$ cat src/rtl/serial_pkg.sv
// Shared definitions for the serial RX/TX blocks: frame size, default bit
// period and the receiver state encoding.
package serial_pkg;

  // Data bits per frame (8N1).
  localparam int SERIAL_BITS = 8;

  // Default clock cycles per serial bit: 50 MHz / 500 kbaud.
  localparam int DEFAULT_CLK_PER_BIT = 100;

  // Receiver state machine states.
  typedef enum logic [2:0] {
    IDLE,
    START,
    DATA,
    STOP,
    WAIT_HIGH
  } rx_state_t;

endpackage

$ cat src/rtl/sync_2ff.sv
// Two-flop synchronizer for a single asynchronous level signal.
// The reset value is a parameter so an idle-high line does not look like
// a start edge when reset is released.
module sync_2ff #(
  parameter logic RST_VAL = 1'b1
) (
  input  logic clk,
  input  logic rst,
  input  logic d,
  output logic q
);

  logic meta_reg;

  // Two back-to-back flops; the first may go metastable, the second settles it.
  always_ff @(posedge clk or negedge rst) begin
    if (!rst) begin
      meta_reg <= RST_VAL;
      q        <= RST_VAL;
    end else begin
      meta_reg <= d;
      q        <= meta_reg;
    end
  end

endmodule

$ cat src/rtl/serial_rx.sv
// 8N1 UART receiver. Samples each bit at its centre, delivers good bytes
// with a one-cycle new_rx_data strobe and flags a low stop bit with a
// one-cycle frame_err strobe (the byte is discarded).
module serial_rx
  import serial_pkg::*;
#(
  parameter int CLK_PER_BIT = DEFAULT_CLK_PER_BIT
) (
  input  logic                   clk,
  input  logic                   rst,
  input  logic                   rx,
  output logic [SERIAL_BITS-1:0] rx_data,
  output logic                   new_rx_data,
  output logic                   frame_err
);

  localparam int            CW       = $clog2(CLK_PER_BIT);
  localparam logic [CW-1:0] CNT_LAST = CW'(CLK_PER_BIT - 1);
  localparam logic [CW-1:0] CNT_HALF = CW'(CLK_PER_BIT / 2 - 1);
  localparam logic [2:0]    IDX_LAST = 3'(SERIAL_BITS - 1);

  logic                   rxs;
  rx_state_t              state_reg, state_next;
  logic [CW-1:0]          cnt_reg, cnt_next;
  logic [2:0]             idx_reg, idx_next;
  logic [SERIAL_BITS-1:0] sr_reg, sr_next;
  logic [SERIAL_BITS-1:0] data_reg, data_next;
  logic                   new_reg, new_next;
  logic                   ferr_reg, ferr_next;

  // The serial line idles high, so the synchronizer resets to 1.
  sync_2ff #(
    .RST_VAL(1'b1)
  ) u_sync (
    .clk(clk),
    .rst(rst),
    .d  (rx),
    .q  (rxs)
  );

  // State, counters, shift register and output registers.
  always_ff @(posedge clk or negedge rst) begin
    if (!rst) begin
      state_reg <= IDLE;
      cnt_reg   <= '0;
      idx_reg   <= '0;
      sr_reg    <= '0;
      data_reg  <= '0;
      new_reg   <= 1'b0;
      ferr_reg  <= 1'b0;
    end else begin
      state_reg <= state_next;
      cnt_reg   <= cnt_next;
      idx_reg   <= idx_next;
      sr_reg    <= sr_next;
      data_reg  <= data_next;
      new_reg   <= new_next;
      ferr_reg  <= ferr_next;
    end
  end

  // Next-state and datapath: half a bit to the start-bit centre, then one
  // full bit period between each later sample. IDLE is re-entered at mid-stop
  // so a back-to-back start edge half a bit later is not missed.
  always_comb begin
    state_next = state_reg;
    cnt_next   = cnt_reg;
    idx_next   = idx_reg;
    sr_next    = sr_reg;
    data_next  = data_reg;
    new_next   = 1'b0;
    ferr_next  = 1'b0;
    case (state_reg)
      IDLE: begin
        if (!rxs) begin
          state_next = START;
          cnt_next   = '0;
        end
      end
      START: begin
        if (cnt_reg == CNT_HALF) begin
          cnt_next = '0;
          if (!rxs) begin
            state_next = DATA;
            idx_next   = '0;
          end else begin
            // Line went back high before the bit centre: a glitch.
            state_next = IDLE;
          end
        end else begin
          cnt_next = cnt_reg + CW'(1);
        end
      end
      DATA: begin
        if (cnt_reg == CNT_LAST) begin
          cnt_next          = '0;
          sr_next[idx_reg]  = rxs;
          if (idx_reg == IDX_LAST) begin
            state_next = STOP;
          end else begin
            idx_next = idx_reg + 3'd1;
          end
        end else begin
          cnt_next = cnt_reg + CW'(1);
        end
      end
      STOP: begin
        if (cnt_reg == CNT_LAST) begin
          cnt_next = '0;
          if (rxs) begin
            data_next  = sr_reg;
            new_next   = 1'b1;
            state_next = IDLE;
          end else begin
            ferr_next  = 1'b1;
            state_next = WAIT_HIGH;
          end
        end else begin
          cnt_next = cnt_reg + CW'(1);
        end
      end
      WAIT_HIGH: begin
        // Hold off through a break until the line returns to idle.
        if (rxs) begin
          state_next = IDLE;
        end
      end
      default: begin
        state_next = IDLE;
      end
    endcase
  end

  assign rx_data     = data_reg;
  assign new_rx_data = new_reg;
  assign frame_err   = ferr_reg;

endmodule

$ cat config.mk
export PLATFORM = sky130hd
export DESIGN_NAME = serial_rx
export DESIGN_NICKNAME = d
export VERILOG_FILES = /design/src/rtl/serial_pkg.sv /design/src/rtl/sync_2ff.sv /design/src/rtl/serial_rx.sv
export SDC_FILE = /design/constraint.sdc
export NUM_CORES = 1
export LEC_CHECK = 0
export ABC_CLOCK_PERIOD_IN_PS = 2700
export BUFFER_PORTS_ARGS = -buffer_cell sky130_fd_sc_hd__clkbuf_2
export CAP_MARGIN = 40
export CORE_ASPECT_RATIO = 1.1
export CORE_UTILIZATION = 50
export DETAILED_ROUTE_END_ITERATION = 10
export GPL_ROUTABILITY_DRIVEN = 0
export PLACE_DENSITY = 0.7
export SLEW_MARGIN = 30
export SYNTH_ARGS = -nofsm -noshare
export SYNTH_HDL_FRONTEND = slang
export SYNTH_SLANG_ARGS = --single-unit
$ cat constraint.sdc
create_clock -name clk -period 2.7 [get_ports clk]
set_clock_uncertainty 0.15 [all_clocks]
set_input_delay 0.135 -clock clk [delete_from_list [all_inputs] [get_ports clk]]
set_output_delay 0.135 -clock clk [all_outputs]
set_load 0.01 [all_outputs]
==> results of run 1 <==
==> synthesized netlist by cell type, types with 2 or more instances <==
cell type / number
and3_1: 2
a211oi_1: 2
inv_1: 7
buf_2: 2
nor4_1: 2
clkbuf_1: 2
nor3_1: 5
a21oi_1: 2
or4_1: 2
nor2_1: 7
nand2_1: 14
o21ai_0: 10
o211ai_1: 7
o31ai_1: 4
nor3b_1: 2
dfrtp_1: 31
mux2_4: 8
dfstp_2: 2
or3_1: 2
nand3_1: 4
mux2_2: 7
ha_1: 4
==> per-layer routing <==
layer / wire [um] / track usage [%] / vias up
met4: 68 / 12.2 / 0
met1: 1340 / 24.9 / 568
met2: 1440 / 33.3 / 29
met5: 0 / 0 / -
li1: - / - / 567
met3: 118 / 4.35 / 9
==> kinds of logic after synthesis <==
kind of cell | synth area share (%)
compound gates | 14.2
mux | 12.3
flops | 51.1
simple gates | 15.9
fa+ha+maj | 3.09
buf+inv | 3.40
==> report_power, final <==
group / internal (mW) / leakage [nW] / switching [mW]
registers: 0.497 / 0.439 / 0.00265
clock network: 0.0980 / 0.0310 / 0.169
logic: 0.00761 / 0.390 / 0.0117
==> stage by stage <==
stage	worst slack, ns	area (um^2)	cells	hold WS [ns]
4_1_cts	0.300	1780	196	0.214
6_report	0.295	1810	197	0.0890
3_3_place_gp	0.386	1710	186	0.0740
3_5_place_dp	0.318	1710	186	0.0768
2_1_floorplan	0.606	1620	143	-0.311
5_1_grt	0.172	1810	197	0.128
==> how the worst min path moves through the flow <==
| stage | slack [ns] | depth (start not counted) | endpoint | start |
|---|---|---|---|---|
| finish | 0.09 | 2 | idx_reg[0] | rst |
| global route | 0.13 | 2 | frame_err | rst |
| CTS | 0.21 | 0 | u_sync.q | u_sync.meta_reg |
| detailed placement | 0.08 | 1 | u_sync.meta_reg | rx |
| global placement | 0.07 | 1 | u_sync.meta_reg | rx |
| floorplan | -0.31 | 0 | cnt_reg[0] | rst |
==> worst max-delay path, stage by stage, from the launching register on <==
cell and delay [ns]:
dfrtp_1 0.42, ha_1 0.24, and4bb_4 0.29, nand3_4 0.12, or4_1 0.69, mux2_4 0.39
==> cell type report <==
type                       count  area [um^2]
fill                         260         1260
sequential                    33          828
multi-input combinational     98          737
timing repair buffer          17          123
tap                           34         42.5
clock buffer                   5         37.5
inverter                       7         26.3
clock inverter                 3         17.5
==> timing repair <==
action | CTS | global route
hold buffers | 2 | 0
hold endpoints to repair | 32 | 0
endpoints found under the setup margin | 0 | 0
==> impl_metrics.tcl, run 1 <==
set metrics [dict create \
    final_common_cell "dfrtp_1" \
    first_global_vias 1139 \
    clk_latency_ns 0.34 \
    ctsResizeCount 0 \
    drc 0 \
    synth_cells 143 \
    synth-seq-area-share_pct 51.1 \
    dieArea_um2 3470 \
    reg2regPathDepth 5 \
    cap_viol_max_count 0 \
    avgSynthCellArea_um2 11.3 \
    numCtsBuffers 5 \
    synth_top_flop_cell "dfrtp_1" \
    port_buffers 12 \
    htreeDepth 2 \
    vias 1173 \
    crit_start "cnt_reg[0]" \
    n_antenna_cell 0 \
    post-route-util_pct 58.9 \
    synth_area_leader_cell "dfrtp_1" \
    wl_mm 2.97 \
    startpoint_type "register" \
    final_cell_mix "dfrtp_1 (31), nand2_1 (14), clkbuf_2 (12), o21ai_0 (10), mux2_4 (8)" \
    grt_pass1_wl_mm 5.25 \
    critPathCaptureType "register" \
    tns_ns 0 \
    syn_to_final_growth_pct 11.8 \
    vdd_drop_max_mv 0.294 \
    hpwl_mm 2.12 \
    period_minus_slack_ns 2.41 \
    antenna_found_initial 0 \
    critPathKind "reg2reg" \
    ant_nets 0 \
    drt_iter0_drc 33 \
    ys_types 37 \
    drive_gt1_share_pct 27.6 \
    required_ns 2.78 \
    power_uw 786 \
    post-cts-setup-buffers 0 \
    fin_crit_sh_pct 89.1 \
    r2r_slack_ns 0.29 \
    grt_max_degree 34 \
    netlist_area_um2 1620 \
    fp.dieW_um 56.3 \
    wl_per_cell_um 15.1 \
    cts_sinks 33 \
    reg2reg_to "rx_data[5]" \
    grt_use_total_pct 20.1 \
    yosysWarnings 0 \
    outcome "finished, final reports clean" \
    p_per_area_nw_per_um2 434 \
    slew_headroom_pct 59.4 \
    rsz0062_at_grt "false" \
    max_freq_mhz 416 \
    hold_class "in2async" \
    boundaryPins 13 \
    total_leakage_power_nw 0.860 \
    grt.overflow.total 0 \
    hold_viol 0 \
    cts_root_buf "clkbuf_4" \
    cp.arrival_ns 2.49 \
    fp-row-count 21 \
    path_clk_slew_ns 0.10 \
    path_max_fanout 9 \
    synth_nets 150 \
    synth_area_leaders "dfrtp_1 (48%), mux2_4 (7.4%), mux2_2 (4.9%)" \
    tightest_slew_ns 0.607 \
    reg2reg_from "cnt_reg[0]" \
    synth_top_area_share_pct 47.9 \
    nets 169 \
    ys_ff_latch 33 \
    synth_async_sr_flop_share_pct 100 \
    start_util_pct 52.7 \
    slew_viol_final 0 \
    cts_buffer_depth 2 \
    timing.final.setup_violations 0 \
    endpoint "rx_data[5]" \
    core-area_um2 3070 \
    firstDrtPassIters 4 \
    synth_edf_count 0 \
    via_per_inst 5.95 \
    tritoncts "yes" \
    die_h_um 61.7 \
]
Power figures use the tool's default switching activity.
==> inputs of run 2 (changes only) <==
--- a/config.mk
+++ b/config.mk
@@ -9,10 +9,10 @@
 export BUFFER_PORTS_ARGS = -buffer_cell sky130_fd_sc_hd__clkbuf_2
 export CAP_MARGIN = 40
 export CORE_ASPECT_RATIO = 1.1
-export CORE_UTILIZATION = 50
+export CORE_UTILIZATION = 30
 export DETAILED_ROUTE_END_ITERATION = 10
 export GPL_ROUTABILITY_DRIVEN = 0
-export PLACE_DENSITY = 0.7
+export PLACE_DENSITY = 0.48
 export SLEW_MARGIN = 30
 export SYNTH_ARGS = -nofsm -noshare
 export SYNTH_HDL_FRONTEND = slang
==> run 2 against run 1 <==
Net effect:
- largest power group unchanged
- maximum frequency fell by 1.2%
- cell count rose by 19%
- register-to-register slack got worse by 0.03 ns
- critical path type unchanged
- first-iteration DRC count rose by 85%
- sequential power barely moved
- global-route usage fell by 7.3 points
- count of clock-buffer cells in the layout rose by 1
- setup slack got worse by 0.028 ns
==> impl_metrics.tcl, run 2 (same netlist as run 1, synthesis figures left out) <==
set metrics [dict create \
    grt_pass1_wl_mm 5.69 \
    total_leakage_power_nw 0.874 \
    grt_use_met2_pct 21.4 \
    grt_use_total_pct 12.8 \
    power_uw 877 \
    startpoint_type "register" \
    cp.arrival_ns 2.45 \
    hold_viol 0 \
    required_ns 2.72 \
    timing.final.setup_violations 0 \
    vias 1184 \
    hpwl_mm 2.30 \
    slew_headroom_pct 58.7 \
    top_usage_layer "met2" \
    die_h_um 79.1 \
    slew_viol_final 0 \
    setup_slack_ns 0.266 \
    vdd_drop_max_mv 0.200 \
    path_max_fanout 9 \
    via_per_inst 5.04 \
    drt_iter0_drc 61 \
    r2r_slack_ns 0.27 \
    fin_crit_sh_pct 90.1 \
    tritoncts "yes" \
    cts_root_buf "clkbuf_8" \
    start_util_pct 31.8 \
    htreeDepth 2 \
    grt.overflow.total 0 \
    n_antenna_cell 0 \
    core-area_um2 5100 \
    drc 0 \
    numCtsBuffers 5 \
    reg2reg_to "rx_data[2]" \
    ant_nets 0 \
    tns_ns 0 \
    reg2reg_from "cnt_reg[0]" \
    hold_buffers 2 \
    cap_viol_max_count 0 \
    nets 169 \
    dieArea_um2 5700 \
    antenna_found_initial 0 \
    period_minus_slack_ns 2.43 \
    grt_max_degree 34 \
    grt_use_met3_pct 3.43 \
    post-cts-setup-buffers 0 \
    first_global_vias 1208 \
    port_buffers 12 \
    rsz0062_at_grt "false" \
    path_clk_slew_ns 0.07 \
    wl_mm 3.19 \
    drive_gt1_share_pct 27.0 \
    wl_per_cell_um 13.6 \
    post-route-util_pct 37.0 \
    hold_class "in2async" \
    fp-row-count 27 \
    outcome "finished, final reports clean" \
    syn_to_final_growth_pct 16.4 \
    p_per_area_nw_per_um2 465 \
    clk_latency_ns 0.28 \
    reg2regPathDepth 5 \
    final_common_cell "dfrtp_1" \
    cts_sinks 33 \
    tightest_slew_ns 0.618 \
    max_freq_mhz 411 \
    met1_usage_pct 15.6 \
    cts_buffer_depth 2 \
    critPathCaptureType "register" \
    boundaryPins 13 \
    final_cell_mix "dfrtp_1 (31), nand2_1 (14), clkbuf_2 (12), o21ai_0 (10), mux2_4 (8)" \
    fin_area_um2 1890 \
    crit_start "cnt_reg[0]" \
    critPathKind "reg2reg" \
    placedInstanceArea_um2 1760 \
    firstDrtPassIters 4 \
    dp_slack_ns 0.269 \
    fp.dieW_um 72.1 \
    ctsResizeCount 0 \
]
[run 2: cell types whose count changed in the layout (fill, tap and decap cells not counted)]
cell        delta
clkbuf_1       +1
clkinvlp_4     -1
clkbuf_8       +5
clkbuf_4       -5
[run 2: critical path, cell delays in order (launching register included)]
cell and delay, ns:
dfrtp_1 0.41, ha_1 0.24, and4bb_4 0.29, nand3_4 0.12, or4_1 0.71, mux2_4 0.40
[run 2: through the flow]
step / cells / hold slack (ns)
6_report: 235 / 0.181
5_1_grt: 235 / 0.219
2_1_floorplan: 143 / -0.311
4_1_cts: 234 / 0.208
3_5_place_dp: 224 / 0.0791
3_3_place_gp: 224 / 0.0757
[run 2: per-layer routing]
metal	wire, um	vias up
met5	0	-
met4	45	0
met3	91	6
met2	1630	19
met1	1430	592
li1	-	567
[run 2: area by class of cell]
cell class | count | area, um^2
clock buffers | 6 | 72.6
inverters | 7 | 26.3
well taps | 72 | 90.1
repair buffers | 17 | 123
clock inverters | 2 | 10.0
fillers | 534 | 3210
multi-input cells | 98 | 737
flip-flops and latches | 33 | 828
[run 2: where the power goes]
part | total [mW] | switching (mW) | internal (mW) | leakage, nW
Clock | 0.358 | 0.179 | 0.179 | 0.0450
Sequential | 0.500 | 0.00269 | 0.497 | 0.439
Combinational | 0.0196 | 0.0120 | 0.00760 | 0.390
Total | 0.877 | 0.194 | 0.683 | 0.874
[run 2: worst max path at each step]
stage | endpoint | slack [ns] | cells after the start
after floorplan | rx_data[0] | 0.61 | 6
after global placement | rx_data[1] | 0.36 | 5
after detailed placement | rx_data[5] | 0.27 | 5
after CTS | rx_data[5] | 0.26 | 5
after global routing | rx_data[4] | 0.16 | 5
final | rx_data[2] | 0.27 | 5
